### config.mk
export PLATFORM = sky130hd
export DESIGN_NAME = cfg_logic_element
export DESIGN_NICKNAME = d
export VERILOG_FILES = /design/src/rtl/le_pkg.sv /design/src/rtl/lut_slice.sv /design/src/rtl/cfg_logic_element.sv
export SDC_FILE = /design/constraint.sdc
export NUM_CORES = 1
export LEC_CHECK = 0
export ABC_AREA = 1
export CAP_MARGIN = 20
export CORE_UTILIZATION = 45
export CTS_BUF_LIST = sky130_fd_sc_hd__clkbuf_4
export DETAILED_ROUTE_END_ITERATION = 6
export GPL_TIMING_DRIVEN = 0
export PLACE_DENSITY = 0.73
export SLEW_MARGIN = 30
export SYNTH_ARGS = -nofsm -noshare
export SYNTH_HDL_FRONTEND = slang
export SYNTH_SLANG_ARGS = --single-unit
### constraint.sdc
create_clock -name clk -period 2.85 [get_ports clk]
set_input_delay 0.57 -clock clk [delete_from_list [all_inputs] [get_ports clk]]
set_output_delay 0.57 -clock clk [all_outputs]
set_load 0.01 [all_outputs]
### src/rtl/le_pkg.sv
// le_pkg: shared sizing helpers for the configurable logic element.
//   slot_width(k)   - bits per channel slot: 2^k truth-table bits + 1 mode bit
//   mode_off(k)     - offset of the mode bit inside a slot
//   cfg_width(k,n)  - total configuration chain length
//   cnt_width(k,n)  - width of the chain bit counter
// The localparams give the sizes for the default K=5, N=2 cell.
package le_pkg;

  function automatic int slot_width(input int k);
    return (1 << k) + 1;
  endfunction

  function automatic int mode_off(input int k);
    return 1 << k;
  endfunction

  function automatic int cfg_width(input int k, input int n);
    return n * slot_width(k);
  endfunction

  function automatic int cnt_width(input int k, input int n);
    return $clog2(cfg_width(k, n));
  endfunction

  localparam int K_DEF    = 5;
  localparam int N_DEF    = 2;
  localparam int SLOT_W   = slot_width(K_DEF);
  localparam int MODE_OFF = mode_off(K_DEF);
  localparam int CNT_W    = cnt_width(K_DEF, N_DEF);

endpackage

### src/rtl/lut_slice.sv
// lut_slice: one K-input LUT channel.
//   clk, rst  - clock, async active-high reset (clears q)
//   tt        - truth table, bit i is the output for input pattern i
//   mode      - 0: combinational output, 1: registered output
//   in_c      - channel inputs, used as an unsigned index into tt
//   active    - configuration is complete and not being shifted
//   ce        - clock enable for the output register
//   z         - channel output
module lut_slice
  import le_pkg::*;
#(
  parameter int K = 5
) (
  input  logic              clk,
  input  logic              rst,
  input  logic [2**K-1:0]   tt,
  input  logic              mode,
  input  logic [K-1:0]      in_c,
  input  logic              active,
  input  logic              ce,
  output logic              z
);

  logic f;
  logic q;

  assign f = tt[in_c];

  // q only samples a fully loaded, stable table; during a load or reload it
  // keeps whatever it last captured.
  always_ff @(posedge clk or posedge rst) begin
    if (rst)               q <= 1'b0;
    else if (ce && active) q <= f;
  end

  // Registered channels show q unconditionally; combinational channels are
  // forced low whenever the table is not trustworthy.
  assign z = mode ? q : (active & f);

endmodule

### src/rtl/cfg_logic_element.sv
// cfg_logic_element: N independent K-input LUT channels loaded through one
// bit-serial configuration chain; cells cascade through cfg_out.
//   clk, rst   - clock, async active-high reset
//   cfg_en     - shift the configuration chain this cycle
//   cfg_in     - serial configuration data in
//   cfg_out    - chain MSB, feeds cfg_in of the next cell
//   cfg_done   - one-cycle pulse after the final bit of a load is shifted
//   cfg_valid  - a complete configuration is held
//   ce         - clock enable for registered channels
//   in         - channel inputs, channel c uses in[c*K +: K]
//   z          - channel outputs
// Chain layout per channel c at base c*(2^K+1): truth table, then mode bit.
module cfg_logic_element
  import le_pkg::*;
#(
  parameter int K = 5,
  parameter int N = 2
) (
  input  logic           clk,
  input  logic           rst,
  input  logic           cfg_en,
  input  logic           cfg_in,
  output logic           cfg_out,
  output logic           cfg_done,
  output logic           cfg_valid,
  input  logic           ce,
  input  logic [N*K-1:0] in,
  output logic [N-1:0]   z
);

  localparam int SW   = slot_width(K);
  localparam int MO   = mode_off(K);
  localparam int TT_W = 1 << K;
  localparam int CW   = cfg_width(K, N);
  localparam int CNTW = cnt_width(K, N);
  localparam logic [CNTW-1:0] LAST = CNTW'(CW - 1);

  logic [CW-1:0]   cfg;
  logic [CNTW-1:0] cnt;
  logic            last_bit;
  logic            active;

  assign last_bit = cfg_en && (cnt == LAST);

  // Any shift that is not the final one of a load leaves a half-written
  // chain, so cfg_valid follows last_bit on every shifting cycle.
  always_ff @(posedge clk or posedge rst) begin
    if (rst) begin
      cfg       <= '0;
      cnt       <= '0;
      cfg_valid <= 1'b0;
      cfg_done  <= 1'b0;
    end else begin
      cfg_done <= last_bit;
      if (cfg_en) begin
        cfg       <= {cfg[CW-2:0], cfg_in};
        cnt       <= last_bit ? '0 : cnt + 1'b1;
        cfg_valid <= last_bit;
      end
    end
  end

  assign cfg_out = cfg[CW-1];
  assign active  = cfg_valid & ~cfg_en;

  for (genvar c = 0; c < N; c++) begin : g_ch
    lut_slice #(.K(K)) u_slice (
      .clk    (clk),
      .rst    (rst),
      .tt     (cfg[c*SW +: TT_W]),
      .mode   (cfg[c*SW + MO]),
      .in_c   (in[c*K +: K]),
      .active (active),
      .ce     (ce),
      .z      (z[c])
    );
  end

endmodule

# Word level (Yosys, flattened, before mapping)
# Index checks and enable logic that the tools add are counted.
word_totals:
  latch_bits: 0
  ramBits: 0
  reg_bits: 77
  mem_count: 0
  output_inout_bits: 5
  mem_bits_ro: 0
  word_cells: 23
classes:
  div_mod_pow: 0
  n_mul: 0
  n_reduce_logical: 2
  n_addsub: 1
  eq_ne: 1
  n_mux: 7
  n_lt_le_gt_ge: 2
  bitwise_logic: 4
  shifts: 0
op_table:
  columns: ["operator", "n"]
  rows:
  - ["$lt A5 B6 Y1 const B", 2]
  - ["$bmux W1 S5", 2]
  - ["$add A7 B1 Y7 const B", 1]
  - ["$eq A7 B7 Y1 const B", 1]
  - ["$mux W7", 1]
  - ["$mux W1", 4]
  - ["$and A1 B1 Y1", 3]
  - ["$logic_and A1 B1 Y1", 2]
  - ["$not A1 Y1", 1]

# Logic depth before layout (Yosys ltp)
logic_depth:
  ltp_word: 4
  ltp_mapped: 12
  depth_no_buf: 9

# Hierarchy
# From an unflattened synthesis, not the netlist that was laid out.
hier_totals:
  hier_cells: 511
  hier_area_um2: 3767.4
modules_own_cells:
  columns: ["module", "seq_area_each_um2", "area_per_inst_um2", "cells_per_inst", "n_inst"]
  rows:
  - ["cfg_logic_element", 1876.8, 2936.6, 337, 1]
  - ["lut_slice", 25.0, 415.4, 87, 2]

# Least setup slack after synthesis
# No wires, ideal clock.
synth_timing:
  path_type: "input to output"
  startpoint: "input port in[0]"
  endpoint: "output port z[0]"
  t_arrival_ns: 1.428
  n_path_buf: 3
  path_stages: 12
  setup_slack_ns: 0.852
  required_time_ns: 2.280
  path_cell_list: "buf_6 -> inv_6 -> buf_6 -> nand2_1 -> nand3_1 -> nand3_1 -> nand2_1 -> nand2_1 -> nand3_2 -> nand3_1 -> nand2_1 -> buf_4"
synth_via:
  elab_chain_len: 4
synth_lines:
  columns: ["item", "line_no", "text"]
  rows:
  - ["from (decl)", "cfg_logic_element.sv:27", "input logic [N*K-1:0] in,"]
  - ["$bmux W1 S5", "lut_slice.sv:27", "assign f = tt[in_c];"]
  - ["$mux W1 (not written as such)", "lut_slice.sv:27", null]
  - ["$and A1 B1 Y1", "lut_slice.sv:38", "assign z = mode ? q : (active & f);"]
  - ["$mux W1", "lut_slice.sv:38", null]
  - ["to (decl)", "cfg_logic_element.sv:28", "output logic [N-1:0] z"]
# No other way between the ends. The select of a mux whose other input is x is not followed.

# Worst setup path in the final report
layout_timing:
  startpoint: "input port cfg_en"
  endpoint: "output port z[1]"
layout_via:
  elab_chain_len: 4
layout_lines:
  columns: ["item", "line_no", "text"]
  rows:
  - ["from (decl)", "cfg_logic_element.sv:21", "input logic cfg_en,"]
  - ["$not A1 Y1", "cfg_logic_element.sv:64", "assign active = cfg_valid & ~cfg_en;"]
  - ["$and A1 B1 Y1", "cfg_logic_element.sv:64", null]
  - ["$and A1 B1 Y1", "lut_slice.sv:38", null]
  - ["$mux W1", "lut_slice.sv:38", null]
# No other way between the ends.

==> impl_metrics.env <==
export IMPL_status="completed"
export IMPL_p_leak_nw=2.26
export IMPL_dr_pass1_iters=5
export IMPL_root_buffer="clkbuf_4"
export IMPL_final_layout_size_suffix_gt1_frac=0.0854
export IMPL_antenna_found_initial=0
export IMPL_yosys_cell_types_count=23
export IMPL_num_rows=32
export IMPL_hold_ws_ns=0.491
export IMPL_dp_slack_ns=-0.0721
export IMPL_setup_viol=0
export IMPL_finalCritPeriodShare=0.940
export IMPL_vias=3182
export IMPL_die_w_um=92.8
export IMPL_nNetsFinal=539
export IMPL_final_util=0.533
export IMPL_ant_nets=0
export IMPL_hold_viol=0
export IMPL_slew_limit_headroom=0.721
export IMPL_dieArea_mm2=0.00861
export IMPL_cts_clk_slew_worst_paths_ns=0.13
export IMPL_grt_start_max_net_pins=47
export IMPL_min_path_type="primary input to asynchronous set/reset pin"
export IMPL_area_growth_pct=12.8
export IMPL_worst_pin_slew_ns=0.419
export IMPL_start_util=0.473
export IMPL_fin_crit_ns=2.68
export IMPL_power_mw=2.46
export IMPL_cp_slowest_cell="clkdlybuf4s50_1"
export IMPL_clk_latency_ns=0.41
export IMPL_synthSimpleGateAreaFrac=0.387
export IMPL_wl_per_cell_um=12.3
export IMPL_stdcell_count=629
export IMPL_numCtsBuffers=9
export IMPL_synth_top_area_cell="dfrtp_1"
export IMPL_synthAdderAreaFrac=0.00675
export IMPL_die_h_um=92.8
export IMPL_powerDensity_mw_per_mm2=588
export IMPL_critPathMaxFanout=5
export IMPL_drt_iter0_markers=166
export IMPL_critical_path_class="primary input to output pin"
export IMPL_gp_congestion=0.805
export IMPL_viasPerCell=5.06
export IMPL_syn_avg_cell_area_um2=7.52
export IMPL_regArea_mm2=0.00193
export IMPL_crit_chain="clkdlybuf4s50_1 > inv_2 > nand2_1 > nor2_1 > nand3_1 > nand2_1 > buf_4 > clkdlybuf4s50_1"
export IMPL_setup_tns_ns=0
export IMPL_grt_usage=0.199
export IMPL_syn_nets=510
export IMPL_multi_input_area_mm2=0.00153
export IMPL_htreeDepth=3
export IMPL_design_area_mm2=0.00418
export IMPL_cts_tree="yes"
export IMPL_ys_ff_latch=77
export IMPL_grt_pass1_wl_um=13600
export IMPL_netlist_area_mm2=0.00371
export IMPL_cp_arrival_ns=2.11
export IMPL_required_ns=2.28
export IMPL_synth_xor_area_frac=0.00709
export IMPL_wirelength_um=7740
export IMPL_grt_pass1_vias=3012
export IMPL_placed_area_mm2=0.00402
export IMPL_cts_sinks=77
export IMPL_clock_fmax_mhz=373
export IMPL_hpwl_um=5290
export IMPL_synth_top_cell_area_share=0.520
export IMPL_worst_slack_ns=0.172
export IMPL_final_max_slew_viol_count=0
export IMPL_diodes=0
export IMPL_holdBufCountCts=0
export IMPL_synth_compound_area_share=0.0125
export IMPL_synth_top_family_by_area="simple AND/OR/NAND/NOR gates"
export IMPL_critPathTopFamily="buffers and inverters"
export IMPL_skew_ns=0.0158
export IMPL_dp_cells=611
export IMPL_nFillCells=746
export IMPL_synth_seq_area_share=0.520
export IMPL_cp_end_kind="output pin"
export IMPL_drv_cap=0
export IMPL_coreArea_mm2=0.00785
export IMPL_yosysWarnings=0
export IMPL_synthCells=493
export IMPL_synth_mux_area_frac=0
export IMPL_max_stage_delay_ns=0.52
export IMPL_peakVddDrop_uv=314
export IMPL_cts_buffer_depth=2
export IMPL_drc=0
export IMPL_pin_count=20
export IMPL_worstSetupStartpointType="primary input"
export IMPL_rsz0062_at_grt="no"
export IMPL_synth_area_leaders="dfrtp_1, nand2_1, nand3_1, buf_6, inv_1"
export IMPL_overflow=0
export IMPL_portBuffers=15
export IMPL_cp_buffers_inverters=4
## worst reg2reg max path: stages (launching register included)
cell and delay (ns):
dfrtp_1 0.42, inv_1 0.09, ha_1 0.17, nand3_1 0.08, nor2_1 0.25, inv_2 0.10, nand2_1 0.08, o22ai_1 0.06
## final cells by class
cell class,count,area share
flip-flops and latches,77,0.461
clock buffers,10,0.0180
well taps,102,0.0305
clock inverters,6,0.0186
repair buffers,18,0.0455
multi-input cells,368,0.366
inverters,23,0.0236
plain buffers,25,0.0368
## placed cells by master (no fill, tap or decap), types with 4 or more instances in the layout
master / instances
clkbuf_1: 4
buf_2: 6
buf_6: 6
inv_1: 14
dfrtp_1: 77
o21ai_0: 4
nand3_1: 56
inv_2: 6
buf_4: 4
nor2_1: 6
clkdlybuf4s50_1: 13
nand2_1: 285
nand3_2: 4
clkbuf_4: 10
buf_1: 7
## flip-flops by register name, summed over array words and instances, names as in the netlist
signal and count:
cnt 7, g_ch.u_slice.q 2, cfg_valid 1, cfg_done 1
cfg 66
## Yosys cell counts
library cell and number:
nand3_2 4, nand4_1 1, o21ai_1 2, inv_6 2
xnor2_1 1, xor2_1 2, buf_4 2, buf_1 7
nor2_1 6, nor3_1 1, ha_1 2, buf_6 6
inv_2 6, dfrtp_1 77, a21oi_1 2, o22ai_1 1
inv_1 15, o21ai_0 4, nand3_1 56, clkbuf_1 4
nor3_2 1, nand2_1 285, buf_2 6
## power breakdown
part           internal (mW)  switching (mW)  total [mW]
clock network          0.358           0.375       0.733
logic                  0.156           0.232       0.389
registers               1.23           0.109        1.34
## worst paths after layout
check                      depth (start not counted)                          start  slack (ns)                             to
setup reg to reg                                   7             cnt[1]$_DFFE_PP0P_        1.50             cnt[1]$_DFFE_PP0P_
hold reg to reg                                    2  g_ch[0].u_slice.q$_DFFE_PP0P_        0.50  g_ch[0].u_slice.q$_DFFE_PP0P_
hold / removal                                     2                            rst        0.49            cfg[40]$_DFFE_PP0P_
min in group clk                                   2  g_ch[0].u_slice.q$_DFFE_PP0P_        0.50  g_ch[0].u_slice.q$_DFFE_PP0P_
setup / recovery                                   8                         cfg_en        0.17                           z[1]
max in group asynchronous                          3                            rst        1.78             cnt[5]$_DFFE_PP0P_
## routing by layer
metal,track usage,routed length (um),vias up
met5,0,0,-
met4,0.0462,60,0
met3,0.0517,334,8
met2,0.335,3670,48
met1,0.254,3670,1541
li1,-,-,1585
## kinds of logic (layout without fill, tap and decap cells)
| logic type | count (synthesis) | after routing |
|---|---|---|
| adder cells (fa/ha/maj) | 2 | 2 |
| flip-flops | 77 | 77 |
| AND/OR/NAND/NOR | 354 | 354 |
| AO/OA/AOI/OAI | 9 | 9 |
| buffers and inverters | 48 | 82 |
| XOR/XNOR | 3 | 3 |
## timing repair
action                     in CTS  in global routing
pin swaps                       0                  0
setup endpoints to repair       2                  1
gates resized for setup         2                  0
buffers inserted                0                  2
(Power assumes the default switching activity.)
